### src/rtl/regbank_arbiter.sv
// regbank_arbiter: zero-fill sequencer and write arbiter for a bank of NREG
// enabled flip-flop registers shared by NREQ requesters.
//
// After reset the block sweeps reg_en over registers 0..NREG-1 with reg_d=0
// (INIT). It then grants at most one requester per cycle (ARB) and drives
// the bank's shared data bus and one-hot write enables.
//
// Configuration macro REGARB_FIXED_PRIO_EN:
//   defined   - fixed priority, lowest requesting index wins, ptr held at 0
//   undefined - round-robin starting from ptr (default)
//
// Handshake: a requester holds req, req_addr and req_data stable until it
// samples gnt high at a rising edge; the write lands on that same edge.
// From the next cycle it may drop req or present a new request. A request
// held high after a grant counts as a new one and has lowest priority,
// because ptr has moved past it. gnt is combinational from req, so req must
// never depend combinationally on gnt.
//
// Debug outputs: dbg_state (0 = INIT, 1 = ARB) and dbg_ptr expose the
// stored state and the round-robin pointer.
module regbank_arbiter #(
  parameter int NREQ  = 4,
  parameter int NREG  = 8,
  parameter int WIDTH = 32,
  localparam int AW   = (NREG > 1) ? $clog2(NREG) : 1,
  localparam int PW   = (NREQ > 1) ? $clog2(NREQ) : 1
) (
  input  logic                  clk,
  input  logic                  reset,
  input  logic [NREQ-1:0]       req,
  input  logic [NREQ*AW-1:0]    req_addr,
  input  logic [NREQ*WIDTH-1:0] req_data,
  output logic [NREQ-1:0]       gnt,
  output logic [NREG-1:0]       reg_en,
  output logic [WIDTH-1:0]      reg_d,
  output logic                  busy,
  output logic                  addr_err,
  output logic                  dbg_state,
  output logic [PW-1:0]         dbg_ptr
);

  localparam logic [0:0] S_INIT = 1'b0;
  localparam logic [0:0] S_ARB  = 1'b1;

  logic [0:0]       state;
  logic [AW-1:0]    cnt;
  logic [PW-1:0]    ptr;

  logic             found;
  logic [PW-1:0]    win;
  logic [PW-1:0]    ptr_eff;
  logic [PW-1:0]    nxt_ptr;
  logic [AW-1:0]    waddr;
  logic [WIDTH-1:0] wdata;
  logic             in_range;

  assign dbg_state = state;
  assign dbg_ptr   = ptr;

`ifdef REGARB_FIXED_PRIO_EN
  assign ptr_eff = '0;
  assign nxt_ptr = '0;
`else
  assign ptr_eff = ptr;
  assign nxt_ptr = (win == PW'(NREQ - 1)) ? '0 : win + 1'b1;
`endif

  // Winner search: first requesting index at or after ptr_eff, wrapping.
  always_comb begin
    found = 1'b0;
    win   = '0;
    for (int k = 0; k < NREQ; k++) begin
      for (int i = 0; i < NREQ; i++) begin
        if (!found && req[i] && ((int'(ptr_eff) + k) % NREQ == i)) begin
          found = 1'b1;
          win   = PW'(i);
        end
      end
    end
  end

  // Select the winner's address and data from the packed request buses.
  always_comb begin
    waddr = '0;
    wdata = '0;
    for (int i = 0; i < NREQ; i++) begin
      if (win == PW'(i)) begin
        waddr = req_addr[i*AW +: AW];
        wdata = req_data[i*WIDTH +: WIDTH];
      end
    end
  end

  assign in_range = (int'(waddr) < NREG);

  // Output decode: reset values, INIT sweep enable, or the ARB grant.
  always_comb begin
    gnt      = '0;
    reg_en   = '0;
    reg_d    = '0;
    busy     = 1'b0;
    addr_err = 1'b0;
    if (reset) begin
      busy = 1'b1;
    end else if (state == S_INIT) begin
      busy = 1'b1;
      for (int i = 0; i < NREG; i++) begin
        reg_en[i] = (int'(cnt) == i);
      end
    end else if (found) begin
      reg_d    = wdata;
      addr_err = !in_range;
      for (int i = 0; i < NREQ; i++) begin
        gnt[i] = (win == PW'(i));
      end
      for (int i = 0; i < NREG; i++) begin
        reg_en[i] = in_range && (int'(waddr) == i);
      end
    end
  end

  // State, sweep counter and round-robin pointer update.
  always_ff @(posedge clk) begin
    if (reset) begin
      state <= S_INIT;
      cnt   <= '0;
      ptr   <= '0;
    end else if (state == S_INIT) begin
      if (cnt == AW'(NREG - 1)) begin
        state <= S_ARB;
        cnt   <= '0;
      end else begin
        cnt <= cnt + 1'b1;
      end
    end else if (found) begin
      ptr <= nxt_ptr;
    end
  end

endmodule

### config.mk
export PLATFORM = sky130hd
export DESIGN_NAME = regbank_arbiter
export DESIGN_NICKNAME = d
export VERILOG_FILES = /design/src/rtl/regbank_arbiter.sv
export SDC_FILE = /design/constraint.sdc
export NUM_CORES = 1
export LEC_CHECK = 0
export CORE_MARGIN = 3
export CORE_UTILIZATION = 26
export CTS_CLUSTER_SIZE = 8
export DETAILED_ROUTE_END_ITERATION = 10
export GPL_TIMING_DRIVEN = 0
export HOLD_SLACK_MARGIN = 0.08
export PLACE_DENSITY = 0.78
export SETUP_SLACK_MARGIN = 0.5
export SYNTH_ARGS = -nofsm -noshare
export SYNTH_HDL_FRONTEND = slang
export SYNTH_SLANG_ARGS = --single-unit
### constraint.sdc
create_clock -name clk -period 3 [get_ports clk]
set_input_delay 0.6 -clock clk [delete_from_list [all_inputs] [get_ports clk]]
set_output_delay 0.6 -clock clk [all_outputs]
set_load 0.02 [all_outputs]
## Yosys cells after proc, flatten, opt, wreduce, memory -nomap -nowiden

Index checks and enable logic that the tools add are counted.

- Bits in registers: 6
- Bits of input ports: 146
- Output and inout port bits: 49
- Logic and storage cells: 152

- Add/sub/neg operators: 5
- Equal/unequal tests: 30
- Multiplexer cells: 54
- Bitwise gates (word level): 3
- Reductions and logical operators: 57

Operators by type and width:

| operator | number |
|---|---|
| 2-to-1 mux 32 bit | 7 |
| zero test 32 bit | 4 |
| equality test 3 bit (second input constant) | 15 |
| logical AND 1 bit | 31 |
| 2-to-1 mux 2 bit | 15 |
| 2-to-1 mux 8 bit | 3 |
| equality test 3 x 2 -> 1 bit (second input constant) | 7 |
| 2-to-1 mux 1 bit | 21 |
| zero test 1 bit | 15 |
| 2-to-1 mux 3 bit | 5 |
| 2-to-1 mux 4 bit | 3 |
| equality test 2 bit (second input constant) | 4 |
| equality test 3 x 1 -> 1 bit (second input constant) | 2 |
| zero test 3 bit | 2 |
| OR reduction 2 bit | 3 |
| adder 2 x 1 -> 2 bit (second input constant) | 2 |
| adder 2 bit (second input constant) | 2 |
| equality test 2 x 1 -> 1 bit (second input constant) | 2 |
| adder 3 x 1 -> 3 bit (second input constant) | 1 |
| AND 1 bit (first input constant) | 3 |
| zero test 2 bit | 1 |
| AND reduction 2 bit | 1 |

## Logic depth before layout (Yosys ltp)

- Depth after elaboration: 72
- Gate-level depth with buffers: 11
- Gate-level depth less buffers: 9

## Worst setup path before layout

OpenSTA, ideal clock, no wires.

- Path type: input to output
- Start: input port req[2]
- End: output port reg_en[7]
- Data arrival time: 2.646 ns
- Required time: 2.400 ns
- Path slack: -0.246 ns
- Stages on the path: 9
- Buffers on the path: 1
- Cells stage by stage: inv_1 o22ai_1 a211oi_1 ha_1 buf_2 a211oi_1 a221oi_4 nand4_1 a21boi_0

- Word-level cells in the longest chain between the ends: 64
- Elaborated cells on any way between the ends: 81
- Those cells by class: eq/ne: 4; mux: 35; reduce/logical: 42

RTL lines:

| element | RTL line | RTL |
|---|---|---|
| start: declaration | 30 | `input logic [NREQ-1:0] req,` |
| logical AND 1 bit (2 in a row) | 74 | `if (!found && req[i] && ((int'(ptr_eff) + k) % NREQ == i)) begin` |
| 2-to-1 mux 1 bit | 74 |  |
| zero test 1 bit | 74 |  |
| logical AND 1 bit (2 in a row) | 74 |  |
| 2-to-1 mux 1 bit | 74 |  |
| zero test 1 bit | 74 |  |
| logical AND 1 bit (2 in a row) | 74 |  |
| 2-to-1 mux 1 bit | 74 |  |
| (+41 left out) | - |  |
| logical AND 1 bit (2 in a row) | 74 |  |
| 2-to-1 mux 2 bit | 74 |  |
| zero test 2 bit | 87 | `if (win == PW'(i)) begin` |
| 2-to-1 mux 3 bit (4 in a row) | 87 |  |
| equality test 3 x 1 -> 1 bit | 117 | `reg_en[i] = in_range && (int'(waddr) == i);` |
| 2-to-1 mux 8 bit (*) | 110 | `end else if (found) begin` |
| 2-to-1 mux 8 bit (*) | 105 | `end else if (state == S_INIT) begin` |
| 2-to-1 mux 8 bit (*) | 103 | `if (reset) begin` |
| end: declaration | 34 | `output logic [NREG-1:0] reg_en,` |

Mark *: on every way between the ends. The rest lies on a longest branch, timed or not.

## Worst setup path after layout

- Start: input port req[0]
- End: output port reg_en[5]

- Word-level cells in the longest chain between the ends: 71
- Elaborated cells on any way between the ends: 89
- Those cells by class: eq/ne: 4; mux: 38; reduce/logical: 47

RTL lines:

| element | RTL line |
|---|---|
| logical AND 1 bit | 74 |
| 2-to-1 mux 1 bit | 74 |
| zero test 1 bit | 74 |
| logical AND 1 bit (2 in a row) | 74 |
| 2-to-1 mux 1 bit | 74 |
| zero test 1 bit | 74 |
| logical AND 1 bit (2 in a row) | 74 |
| 2-to-1 mux 1 bit | 74 |
| (+49 left out) | - |
| logical AND 1 bit (2 in a row) | 74 |
| 2-to-1 mux 2 bit | 74 |
| zero test 2 bit | 87 |
| 2-to-1 mux 3 bit (4 in a row) | 87 |
| equality test 3 bit | 117 |
| 2-to-1 mux 8 bit (*) | 110 |
| 2-to-1 mux 8 bit (*) | 105 |
| 2-to-1 mux 8 bit (*) | 103 |

Marks and branches as above.

==> impl_metrics.xml <==
<?xml version="1.0" encoding="UTF-8"?>
<metrics>
  <group name="yosys">
    <metric name="syn-instance-count" unit="">282</metric>
    <metric name="yosysUniqueCellTypes" unit="">36</metric>
    <metric name="synth_flop_cell" unit="">sky130_fd_sc_hd__dfxtp_1</metric>
    <metric name="synthDominantCellAreaShare" unit="">0.152</metric>
    <metric name="mappedNetlistArea" unit="um2">1840</metric>
    <metric name="ys_ff_latch" unit="">6</metric>
    <metric name="synth_enable_flop_cells" unit="">0</metric>
    <metric name="synthDominantAreaCellType" unit="">sky130_fd_sc_hd__a211o_1</metric>
    <metric name="proportion_of_synthesized_chip_area_in_sequential_cells" unit="">0.0652</metric>
    <metric name="syn_nets" unit="">438</metric>
    <metric name="ys_top_cells_by_area" unit="">sky130_fd_sc_hd__a211o_1 (15%), sky130_fd_sc_hd__a221oi_1 (15%), sky130_fd_sc_hd__a21oi_1 (10%)</metric>
    <metric name="synth_warnings" unit="">0</metric>
    <metric name="postSynthAreaPerCell" unit="um2">6.53</metric>
    <metric name="ys_async_sr_fraction" unit="">0</metric>
  </group>
  <group name="power">
    <metric name="vdd_ir_drop_max" unit="mV">0.275</metric>
    <metric name="cell_internal_pwr" unit="uW">678</metric>
    <metric name="power_switching_share" unit="">0.350</metric>
    <metric name="netsw" unit="uW">365</metric>
    <metric name="power.share.sequential" unit="">0.086</metric>
    <metric name="power_per_cell_area" unit="nW/um2">190</metric>
    <metric name="share_comb_of_total_power" unit="">0.798</metric>
    <metric name="design_power_total" unit="mW">1.04</metric>
    <metric name="clock_power_share" unit="">0.116</metric>
    <metric name="power_leakage" unit="nW">2.24</metric>
  </group>
  <group name="timing">
    <metric name="finalWorstPathRequiredPeriod" unit="ns">3.31</metric>
    <metric name="final_setup_skew" unit="ns">0.00241</metric>
    <metric name="min_period_over_period" unit="">1.10</metric>
    <metric name="fmax" unit="MHz">302</metric>
    <metric name="finalHoldViolCount" unit="">0</metric>
    <metric name="drv_slew" unit="">0</metric>
    <metric name="setup-violations-final" unit="">40</metric>
    <metric name="unrepaired_setup_endpoints_after_global_routing" unit="">true</metric>
    <metric name="setup_slack" unit="ns">-0.310</metric>
    <metric name="finalHoldWorstSlack" unit="ns">0.538</metric>
    <metric name="timing.max_slew.rel_slack" unit="">0.638</metric>
    <metric name="max_slew.worst_pin.slew" unit="ns">0.543</metric>
  </group>
  <group name="grt">
    <metric name="grt_pass1_vias" unit="">3259</metric>
    <metric name="grt_antenna_before_repair" unit="">0</metric>
    <metric name="grt_start_max_net_pins" unit="">11</metric>
    <metric name="grt_remaining_overflow" unit="">0</metric>
    <metric name="grt_pass1_wl" unit="um">17000</metric>
    <metric name="grt_usage" unit="">0.251</metric>
  </group>
  <group name="route">
    <metric name="route.detailed.drc" unit="">0</metric>
    <metric name="wl_per_cell" unit="um">18.7</metric>
    <metric name="detail_route.wirelength" unit="um">11500</metric>
    <metric name="route.detailed.vias_per_inst" unit="">5.24</metric>
    <metric name="residual_antenna_violating_net_count_after_detailed_routing" unit="">0</metric>
    <metric name="dr.pass1.iters" unit="">4</metric>
    <metric name="via_count" unit="">3212</metric>
    <metric name="detail_route.iter0.violations" unit="">69</metric>
  </group>
  <group name="final_layout">
    <metric name="layout-area-overhead-vs-synth" unit="%">199</metric>
    <metric name="layout.cell_area.non_filler" unit="um2">5510</metric>
    <metric name="layoutNonFillerInstCount" unit="">613</metric>
    <metric name="filler_cell_count" unit="">425</metric>
    <metric name="diodes" unit="">0</metric>
    <metric name="total_nets_final" unit="">675</metric>
    <metric name="seq_area" unit="um2">123</metric>
    <metric name="drive_gt1_frac" unit="">0.437</metric>
    <metric name="multiInputGateArea" unit="um2">2190</metric>
  </group>
  <group name="critical_path">
    <metric name="critPathMaxFanout" unit="">6</metric>
    <metric name="crit_chain" unit="">buf_6 -&gt; a21o_1 -&gt; a21oi_2 -&gt; o22a_1 -&gt; inv_2 -&gt; ha_4 -&gt; buf_8 -&gt; nand3b_1 -&gt; a211oi_4 -&gt; buf_6 -&gt; nor2b_4 -&gt; a32o_2 -&gt; buf_6</metric>
    <metric name="end_kind" unit="">output pin</metric>
    <metric name="rrSetupSlack" unit="ns">1.42</metric>
    <metric name="cp_slowest_stage_delay" unit="ns">0.31</metric>
    <metric name="worst-endpoint-arrival" unit="ns">2.71</metric>
    <metric name="top_cell_by_count_worst_path" unit="">sky130_fd_sc_hd__buf_6</metric>
    <metric name="critPathLaunchType" unit="">input port</metric>
    <metric name="crit_path_slowest_cell" unit="">sky130_fd_sc_hd__a211oi_4</metric>
    <metric name="criticalPathCategory" unit="">in -&gt; out</metric>
    <metric name="cp_delay_by_family_top" unit="">compound AO/OA/AOI/OAI gates</metric>
    <metric name="worst-path-buf-inv" unit="">5</metric>
    <metric name="cp_data_required_time" unit="ns">2.40</metric>
  </group>
  <group name="cts">
    <metric name="tritoncts_buffers" unit="">3</metric>
    <metric name="clock_latency_on_the_worst_skew_pair" unit="ns">0.22</metric>
    <metric name="clock_sink_count" unit="">6</metric>
    <metric name="holdBufCountCts" unit="">0</metric>
    <metric name="maximum_level_of_the_cts_h_tree" unit="">1</metric>
    <metric name="cts.path.max_buffers" unit="">2</metric>
    <metric name="cts_tree" unit="">built</metric>
    <metric name="ctsRootBufferMaster" unit="">sky130_fd_sc_hd__clkbuf_8</metric>
    <metric name="clkTransAtPathRegs" unit="ns">0.03</metric>
  </group>
  <group name="placed_design">
    <metric name="dp_cells" unit="">570</metric>
    <metric name="io_buffer_count" unit="">192</metric>
    <metric name="final_replace_weighted_congestion" unit="">0.879</metric>
    <metric name="place_worst_setup_slack" unit="ns">-1.31</metric>
    <metric name="detailed_place.area" unit="um2">4310</metric>
    <metric name="dp_hpwl" unit="um">7810</metric>
  </group>
  <group name="job">
    <metric name="max-cap-violations" unit="">0</metric>
  </group>
  <group name="floorplan">
    <metric name="rows" unit="">30</metric>
    <metric name="design.die.area" unit="um2">8130</metric>
    <metric name="dieHeight" unit="um">90.2</metric>
    <metric name="chipWidth" unit="um">90.2</metric>
    <metric name="initial_core_util" unit="">0.270</metric>
    <metric name="design.core.area" unit="um2">6830</metric>
    <metric name="ios" unit="">195</metric>
  </group>
  <group name="run_status">
    <metric name="status" unit="">finished with violations</metric>
    <metric name="violations" unit="">negative setup slack</metric>
  </group>
  <group name="min_path">
    <metric name="hold_crit_class" unit="">reg -&gt; reg</metric>
  </group>
</metrics>
-- cells in the final DEF, fill, tap and decap left out, drive strengths merged, types with 3 or more instances in the layout --
cell	instances
a211o	32
a211oi	6
a21oi	38
a221oi	33
a22o	3
a32o	4
and2	4
buf	106
clkbuf	17
clkdlybuf4s50	144
dfxtp	6
ha	10
inv	40
nand2	34
nand2b	4
nand3b	3
nor2	10
nor2b	7
nor3	3
nor3b	3
-- cell families (layout without fill, tap and decap cells) --
family / Yosys count / after routing / synth area share
compound gates: 121 / 121 / 0.509
buf+inv: 72 / 307 / 0.164
simple gates: 71 / 71 / 0.186
fa+ha+maj: 10 / 10 / 0.0679
flops: 6 / 6 / 0.0652
other cells: 1 / 1 / 0.00204
mux: 1 / 1 / 0.00543
-- flip-flops by register name, summed over array words and instances (netlist names) --
register and count:
cnt 3, dbg_ptr 2, dbg_state 1
-- repair_timing --
action	4_1_cts	5_1_grt
buffers inserted	28	6
gates cloned	4	2
pin swaps	69	54
setup endpoints to repair	44	44
endpoints found under the hold margin	0	0
gates resized for setup	390	33
-- synthesized netlist by cell type, types with 2 or more instances --
master and number:
sky130_fd_sc_hd__and2_1 4, sky130_fd_sc_hd__a22o_1 3, sky130_fd_sc_hd__a211oi_1 4, sky130_fd_sc_hd__clkbuf_1 12, sky130_fd_sc_hd__a21oi_1 38, sky130_fd_sc_hd__a221oi_1 32, sky130_fd_sc_hd__nor3_1 3, sky130_fd_sc_hd__ha_1 10
sky130_fd_sc_hd__nand2b_1 3, sky130_fd_sc_hd__a32o_1 4, sky130_fd_sc_hd__dfxtp_1 6, sky130_fd_sc_hd__nand3b_1 3, sky130_fd_sc_hd__a211oi_2 2, sky130_fd_sc_hd__nor2b_1 7, sky130_fd_sc_hd__buf_2 17, sky130_fd_sc_hd__a211o_1 32
sky130_fd_sc_hd__nand2_1 34, sky130_fd_sc_hd__nor3b_1 3, sky130_fd_sc_hd__nor2_1 9, sky130_fd_sc_hd__inv_1 40
-- final cells by class --
type,instances,area share
Buffer,32,0.0791
Tap cell,96,0.0218
Sequential cell,6,0.0223
Multi-Input combinational cell,204,0.398
Clock buffer,3,0.00750
Inverter,40,0.0277
Timing Repair Buffer,232,0.443
-- per-stage QoR --
| stage | setup TNS [ns] | util |
|---|---|---|
| floorplan | 0 | - |
| global placement | -51.40 | 0.631 |
| detailed placement | -52.27 | 0.631 |
| CTS | -7.34 | 0.765 |
| global route | -14.29 | 0.806 |
| finish | -8.95 | 0.806 |
-- power groups by stage --
stage / clock network (mW) / logic (mW) / registers, mW
2_1_floorplan: 0 / 0.285 / 0.0900
6_report: 0.121 / 0.833 / 0.0900
3_3_place_gp: 0 / 0.532 / 0.0906
3_5_place_dp: 0 / 0.542 / 0.0908
4_1_cts: 0.124 / 0.751 / 0.0899
5_1_grt: 0.130 / 0.883 / 0.0905
-- worst paths after layout --
path,startpoint,end,cells past startpoint
worst max-delay path,req[0],reg_en[5],13
worst min-delay path,dbg_ptr[1],dbg_ptr[1],2
worst min register to register,dbg_ptr[1],dbg_ptr[1],2
worst max register to register,dbg_ptr[0],dbg_ptr[1],7
-- worst register-to-register path, delay by kind of cell, from the launching register on --
kind                       cells  cell delay (ns)
AOI/OAI and AO/OA              2             0.37
adders and majority gates      1             0.25
buffers and inverters          1             0.16
DFF                            1             0.35
and+or+nand+nor                3             0.38
-- per-layer routing --
metal | up-vias | GRT usage | share of wire
met1 | 1532 | 0.288 | 0.38
met3 | 13 | 0.0728 | 0.087
li1 | 1509 | - | -
met4 | 0 | 0.0408 | 0.013
met5 | - | 0 | 0
met2 | 158 | 0.467 | 0.52
(Power assumes the default switching activity.)
